`config.mk`:
```
export PLATFORM = sky130hd
export DESIGN_NAME = pc_fetch_ctrl
export DESIGN_NICKNAME = d
export VERILOG_FILES = /design/src/rtl/pc_fetch_ctrl.sv
export SDC_FILE = /design/constraint.sdc
export NUM_CORES = 1
export LEC_CHECK = 0
export CAP_MARGIN = 20
export CELL_PAD_IN_SITES_DETAIL_PLACEMENT = 2
export CELL_PAD_IN_SITES_GLOBAL_PLACEMENT = 2
export CORE_UTILIZATION = 29
export CTS_CLUSTER_SIZE = 16
export DETAILED_ROUTE_END_ITERATION = 8
export PLACE_DENSITY_LB_ADDON = 0.2
export SYNTH_ARGS = -nofsm -noshare
export SYNTH_HDL_FRONTEND = slang
export SYNTH_SLANG_ARGS = --single-unit
```
`constraint.sdc`:
```
create_clock -name clk -period 2.3 [get_ports clk]
set_input_delay 0.345 -clock clk [delete_from_list [all_inputs] [get_ports clk]]
set_output_delay 0.345 -clock clk [all_outputs]
set_load 0.1 [all_outputs]
```
`src/rtl/pc_fetch_ctrl.sv`:
```
`default_nettype none
// ============================================================================
// Module  : pc_fetch_ctrl
// Brief   : Single-outstanding instruction fetch FSM with redirect/kill.
//           Optional macro PC_MISALIGN_TRAP_EN traps misaligned redirects.
// Rev     : 1.0
// ============================================================================
module pc_fetch_ctrl #(
  parameter logic [31:0] RESET_VECTOR = 32'h00000000,
  parameter int          COUNT_W      = 32
) (
  input  logic               clk,
  input  logic               reset,
  output logic               imem_req,
  output logic [31:0]        imem_addr,
  input  logic               imem_gnt,
  input  logic               imem_rvalid,
  input  logic [31:0]        imem_rdata,
  input  logic               redirect_valid,
  input  logic [31:0]        redirect_target,
  output logic               instr_valid,
  output logic [31:0]        instr,
  output logic [31:0]        instr_pc,
  input  logic               instr_ready,
  output logic               fault,
  output logic [COUNT_W-1:0] fetch_count
);

  localparam logic [2:0] S_BOOT  = 3'd0;
  localparam logic [2:0] S_REQ   = 3'd1;
  localparam logic [2:0] S_WAIT  = 3'd2;
  localparam logic [2:0] S_HOLD  = 3'd3;
`ifdef PC_MISALIGN_TRAP_EN
  localparam logic [2:0] S_FAULT = 3'd4;
`endif

  logic [2:0]         state_q, state_d;
  logic [31:0]        pc_q, pc_d;
  logic [31:0]        instr_q, instr_d;
  logic [31:0]        instr_pc_q, instr_pc_d;
  logic               kill_q, kill_d;
  logic [COUNT_W-1:0] count_q, count_d;
  logic [31:0]        w_target;

`ifdef PC_MISALIGN_TRAP_EN
  logic fault_q, fault_d;
  assign w_target = redirect_target;
  assign fault    = fault_q;
`else
  logic [1:0] w_unused_tgt_lsb;
  assign w_unused_tgt_lsb = redirect_target[1:0];
  assign w_target         = {redirect_target[31:2], 2'b00};
  assign fault            = 1'b0;
`endif

  assign imem_req    = (state_q == S_REQ);
  assign imem_addr   = pc_q;
  assign instr_valid = (state_q == S_HOLD);
  assign instr       = instr_q;
  assign instr_pc    = instr_pc_q;
  assign fetch_count = count_q;

  always_comb begin
    state_d    = state_q;
    pc_d       = pc_q;
    kill_d     = kill_q;
    instr_d    = instr_q;
    instr_pc_d = instr_pc_q;
    count_d    = count_q;
`ifdef PC_MISALIGN_TRAP_EN
    fault_d    = fault_q;
`endif
    case (state_q)
      S_BOOT: state_d = S_REQ;
      S_REQ: begin
        // Address may only move before the grant; a granted redirect kills the reply.
        if (redirect_valid) pc_d = w_target;
        if (imem_gnt) begin
          state_d = S_WAIT;
          kill_d  = redirect_valid;
        end
      end
      S_WAIT: begin
        if (redirect_valid) begin
          pc_d = w_target;
          if (imem_rvalid) begin
            state_d = S_REQ;
            kill_d  = 1'b0;
          end else begin
            kill_d  = 1'b1;
          end
        end else if (imem_rvalid) begin
          kill_d  = 1'b0;
          state_d = S_REQ;
          if (!kill_q) begin
            instr_d    = imem_rdata;
            instr_pc_d = pc_q;
            pc_d       = pc_q + 32'd4;
            state_d    = S_HOLD;
          end
        end
      end
      S_HOLD: begin
        if (redirect_valid) begin
          pc_d    = w_target;
          state_d = S_REQ;
        end else if (instr_ready) begin
          count_d = count_q + COUNT_W'(1);
          state_d = S_REQ;
        end
      end
      default: ;
    endcase
`ifdef PC_MISALIGN_TRAP_EN
    if (redirect_valid && (|redirect_target[1:0]) &&
        (state_q == S_REQ || state_q == S_WAIT || state_q == S_HOLD)) begin
      state_d = S_FAULT;
      fault_d = 1'b1;
      pc_d    = pc_q;
      kill_d  = 1'b0;
    end
`endif
  end

  always_ff @(posedge clk or negedge reset) begin
    if (!reset) begin
      state_q    <= S_BOOT;
      pc_q       <= RESET_VECTOR;
      kill_q     <= 1'b0;
      instr_q    <= 32'd0;
      instr_pc_q <= 32'd0;
      count_q    <= '0;
`ifdef PC_MISALIGN_TRAP_EN
      fault_q    <= 1'b0;
`endif
    end else begin
      state_q    <= state_d;
      pc_q       <= pc_d;
      kill_q     <= kill_d;
      instr_q    <= instr_d;
      instr_pc_q <= instr_pc_d;
      count_q    <= count_d;
`ifdef PC_MISALIGN_TRAP_EN
      fault_q    <= fault_d;
`endif
    end
  end

endmodule
`default_nettype wire

```
# [Word-level counts from Yosys, hierarchy flattened]
# Index checks and enable logic that the tools add are counted.
[word_totals] reg_bits=132 out_inout_bits=131 elab_cells=47 inputBits=70
[classes] n_reduce_logical=10 n_addsub=2 mux=18 eq_ne=9 bitwise_logic=2
[ops] operator="$mux 32" count=4
[ops] operator="$pmux 32 s2" count=1
[ops] operator="$add 32x1->32 const B" count=1
[ops] operator="$add 32x3->32 const B" count=1
[ops] operator="$mux 3" count=6
[ops] operator="$pmux 3 s4" count=1
[ops] operator="$reduce_and 4->1" count=3
[ops] operator="$eq 3x2->1 const B" count=2
[ops] operator="$ne 3x3->1 const B" count=2
[ops] operator="$reduce_and 3->1" count=2
[ops] operator="$mux 1" count=4
[ops] operator="$ne 2x1->1 const B" count=2
[ops] operator="$reduce_bool 2->1" count=2
[ops] operator="$reduce_bool 4->1" count=1
[ops] operator="$eq 3x1->1 const B" count=1
[ops] operator="$logic_not 3->1" count=1
[ops] operator="$ne 3x2->1 const B" count=1
[ops] operator="$mux 2" count=1
[ops] operator="$ne 2x2->1 const B" count=1
[ops] operator="$not 1->1" count=2
[ops] operator="$pmux 1 s2" count=1
[ops] operator="$reduce_or 2->1" count=1

# [Longest topological paths before layout]
[depth] word_depth=5 ltp_mapped=9 ltp_nobuf=7

# [Worst setup path after synthesis]
# OpenSTA, ideal clock, no wires.
[synth_timing] path_kind="reg2reg" start="reg state_q[1]" end="reg pc_q[27], in the netlist imem_addr[27]" path_slack_ns=-0.213 n_path_buf=1 setup_time_ns=0.094 arrival_time_ns=2.419 stages_incl_launch_ff=9 cell_sequence="dfrtp_1 -> inv_1 -> ha_1 -> or3_1 -> buf_4 -> o21a_2 -> nand3_2 -> o31a_1 -> a211oi_1"
[synth_between] elab_chain_cells=4
[synth_rtl] element="start: declaration" line_no="37" source="logic [2:0] state_q, state_d;"
[synth_rtl] element="start signal: assignment" line_no="137" source="state_q <= state_d;"
[synth_rtl] element="$eq 3x1->1 (*)"
[synth_rtl] element="net imem_req" line_no="14" source="output logic imem_req,"
[synth_rtl] element="$reduce_or 2->1 (no line) (*)"
[synth_rtl] element="$ne 2x1->1 (no line) / $reduce_bool 2->1 (equally long branches)"
[synth_rtl] element="$reduce_and 4->1 (no line)"
[synth_rtl] element="end signal: assignment" line_no="138" source="pc_q <= pc_d;"
[synth_rtl] element="end: declaration" line_no="38" source="logic [31:0] pc_q, pc_d;"
# The timed path passes the listed nets; every way through them passes the cells marked *.
# A chain may end at the register's enable or synchronous reset.

# [Worst setup path after layout]
[layout_timing] start="reg state_q[0]" end="reg pc_q[27], in the netlist imem_addr[27]"
[layout_between] elab_chain_cells=4
[layout_rtl] element="$eq 3x1->1 / $eq 3x2->1 (equally long branches)" line_no="73" source="case (state_q)"
[layout_rtl] element="$reduce_or 2->1 (no line)"
[layout_rtl] element="$ne 2x1->1 (no line) / $reduce_bool 2->1 (equally long branches)"
[layout_rtl] element="$reduce_and 4->1 (no line)"
# Parallel ways exist; a longest one is shown, timed or not.

==> metrics <==
Final setup violation count=0; share of the synthesized area in the top cell type=0.519; post-cts gate resize count=0; number of slew-limit violations in the final report=0; die extent in y=147 um; cell at the root of the clock tree=sky130_fd_sc_hd__clkbuf_16; final net count=839; summed negative setup slack over all endpoints=0 ps; Antenna Violating Nets Remaining=0; number of levels the H-tree was split into=4; data arrival time of the critical path=around 2400 ps; syn_area_per_cell=11.0 sq um; global-route wire length before repair=roughly 33 mm; compound-cell area share of the yosys netlist=0.101; antenna violations before repair=0; number of enable-type register cells in the synthesized netlist=0; flip-flop cell with the highest count after synthesis=sky130_fd_sc_hd__dfrtp_1; minimum clock period=2110 ps; outcome=complete, no violations; fillcell total=2134; period utilisation layout=0.916; Non-Filler Instances=1045; maximum count of clock buffers along a single path=2; largest cells by area after synthesis=sky130_fd_sc_hd__dfrtp_1 (52%), sky130_fd_sc_hd__mux2_2 (11%), sky130_fd_sc_hd__a21oi_1 (3.1%); Routed WL per cell=19.5 um; netlist area before placement=6130 sq um; setup clock skew after layout=8.22 ps; number of max-cap violations=0; routed wire length=20.4 mm; Detail Placement HPWL=15.0 mm; starting utilization of the core area=0.299; cell-by-cell listing of the critical path=ha_2 -> buf_4 -> nor4b_4 -> o21a_2 -> nand3_2 -> o31a_1 -> a211oi_1; DRC violations left=0; highest clock rate=~470 MHz; global-route total usage across every layer=0.194; register-to-register setup slack=190 ps; number of hold-slack violations in the final timing report=0; Inserted Clock Buffers=17; required time of the critical path=2630 ps; Worst Reg2Reg Path Length in Cells=7; post-synthesis mux area share=0.117; detail-routed via count per cell=4.96; area share of fa/ha/maj cells after synthesis=0.0123; Post-synth ARST share=1.00; critical path start-end classification=flip-flop to flip-flop; standard-cell row count=52; CTS tree=yes; Placed Cells incl. Taps=1009; Reg2Reg Launch Point=state_q[0]; clock sink count=127; Final Wtd Congestion=0.763; residual overflow from global routing=0; vias in the first global route=between 5000 and 6000; IO buf count=193; worst-skew pair later-pin latency=420 ps; Synth area leader=sky130_fd_sc_hd__dfrtp_1; router iterations before antenna repair=4; initial DRC count=142; most frequent cell after synthesis=sky130_fd_sc_hd__dfrtp_1; maximum cell stage delay along the critical path=about 420 ps; destination of the worst register-to-register timing path=imem_addr[27]; cell with the largest stage delay on the worst path=sky130_fd_sc_hd__dfrtp_1; die outline area=21700 sq um; fraction of layout cells with a size suffix above 1=0.364; pin count of the biggest net entering global routing=49; DIE WIDTH=147 um; fraction of the mapped netlist area in simple logic gates=0.165; post-synthesis sequential element count=127; hold crit path type=primary input to asynchronous set/reset pin; RSZ-0062 raised after global routing=no; Vias=5188; type of element launching the critical path=flip-flop; XOR/XNOR Fraction of Synth Area=0.0443; Worst Setup EP=imem_addr[27]; critical path capture point type=flip-flop; crit path from=state_q[0]; Cells after Synth=between 500 and 600; Post-synth top cells=sky130_fd_sc_hd__dfrtp_1 (127), sky130_fd_sc_hd__mux2_2 (62), sky130_fd_sc_hd__nor2_1 (47), sky130_fd_sc_hd__a21oi_1 (38), sky130_fd_sc_hd__nand2_1 (38); synthesis-to-layout area growth=43.8%; Synth Warn #=0; num ports=201; sequential share of the synthesized area=0.519; crit path max fanout=7; count of antenna diodes in the layout=0; Core Box Area=20500 sq um; combinational family with the most area after synthesis=simple AND/OR/NAND/NOR gates; distinct cell type count of the synthesized netlist=59; clock-pin slew reported for the worst setup and hold paths after clock tree synthesis=60 ps
## worst min-delay path by stage
stage	startpoint	to	slack, ps	cells after the start
after floorplan	reset	fetch_count[0]	50	0
after global placement	reset	instr[30]	320	1
after detailed placement	reset	instr[28]	320	1
after CTS	reset	instr[28]	450	2
after global routing	reset	instr[28]	460	2
final	reset	instr[28]	430	2
## critical path: cells and delay by family, from the launching register on
kind | cells | cell delay (ps)
flip-flops | 1 | 420
AND/OR/NAND/NOR | 2 | 430
adder cells (fa/ha/maj) | 1 | 280
buffers and inverters | 1 | 180
AO/OA/AOI/OAI | 3 | 700
## kinds of logic after synthesis
group                    after synthesis
AND/OR/NAND/NOR                      180
flip-flops                           127
AO/OA/AOI/OAI                         98
multiplexers                          64
buffers and inverters                 48
XOR/XNOR                              31
adder cells (fa/ha/maj)                6
other                                  1
## timing repair
| item | CTS | global route |
|---|---|---|
| buffers inserted | 0 | 4 |
| endpoints found under the setup margin | 0 | 5 |
| hold endpoints to repair | 40 | 0 |
| hold buffers | 1 | 0 |
## stage by stage
step / hold slack, ps / worst slack, ps / utilization / instance area [sq um]
after global placement: 317 / 99.8 / 0.399 / 8190
after floorplan: 49.4 / 8.05 / - / 6160
after CTS: 452 / 82.5 / 0.428 / 8770
after global routing: 458 / 32.7 / 0.430 / 8810
after detailed placement: 320 / 17.3 / 0.399 / 8190
final: 431 / 192 / 0.430 / 8810
## flip-flops by register name, indices dropped and copies added, names as in the netlist
register	count
imem_addr	30
kill_q	1
fetch_count	32
instr_pc	30
state_q	2
instr	32
## layout by cell type (no fill, tap or decap), types with 3 or more instances in the layout
master and n:
sky130_fd_sc_hd__a21oi_1 38, sky130_fd_sc_hd__nand3_1 25, sky130_fd_sc_hd__buf_4 146, sky130_fd_sc_hd__ha_1 4, sky130_fd_sc_hd__and2_1 4, sky130_fd_sc_hd__a2bb2oi_1 3, sky130_fd_sc_hd__o21ai_0 17, sky130_fd_sc_hd__inv_1 11
sky130_fd_sc_hd__and3_1 6, sky130_fd_sc_hd__and4_1 5, sky130_fd_sc_hd__o22ai_1 6, sky130_fd_sc_hd__nand2_1 38, sky130_fd_sc_hd__mux2_2 62, sky130_fd_sc_hd__buf_12 8, sky130_fd_sc_hd__nand4_2 3, sky130_fd_sc_hd__dfrtp_2 9
sky130_fd_sc_hd__nand4_1 15, sky130_fd_sc_hd__xnor2_1 15, sky130_fd_sc_hd__conb_1 5, sky130_fd_sc_hd__dfrtp_1 118, sky130_fd_sc_hd__clkdlybuf4s50_1 66, sky130_fd_sc_hd__a31oi_1 8, sky130_fd_sc_hd__nor2_1 47, sky130_fd_sc_hd__xor2_1 16
sky130_fd_sc_hd__clkinv_4 3, sky130_fd_sc_hd__clkbuf_16 17, sky130_fd_sc_hd__nor3_1 12, sky130_fd_sc_hd__nor4_2 4, sky130_fd_sc_hd__o31ai_1 3, sky130_fd_sc_hd__clkinv_2 5, sky130_fd_sc_hd__o22a_1 3
## layer usage
layer / track usage / share of wire / wire [um] / up-vias
li1: - / - / - / 2396
met1: 0.236 / 0.43 / 8700 / 2645
met2: 0.340 / 0.51 / 10500 / 128
met3: 0.0453 / 0.048 / 970 / 19
met4: 0.0582 / 0.012 / 250 / 0
met5: 0 / 0 / 0 / -
## cell type report
cell class,count,area [sq um],area share
timing repair buffer,222,1940,0.220
clock buffer,17,425,0.0483
multi-input combinational,384,2730,0.310
inverter,11,41.3,0.00469
clock inverter,14,144,0.0163
tap,270,338,0.0384
sequential,127,3190,0.362
Power is left out: the tool's default activity adds up to more than one toggle a clock period on the data nets, which glitch-free logic cannot reach.
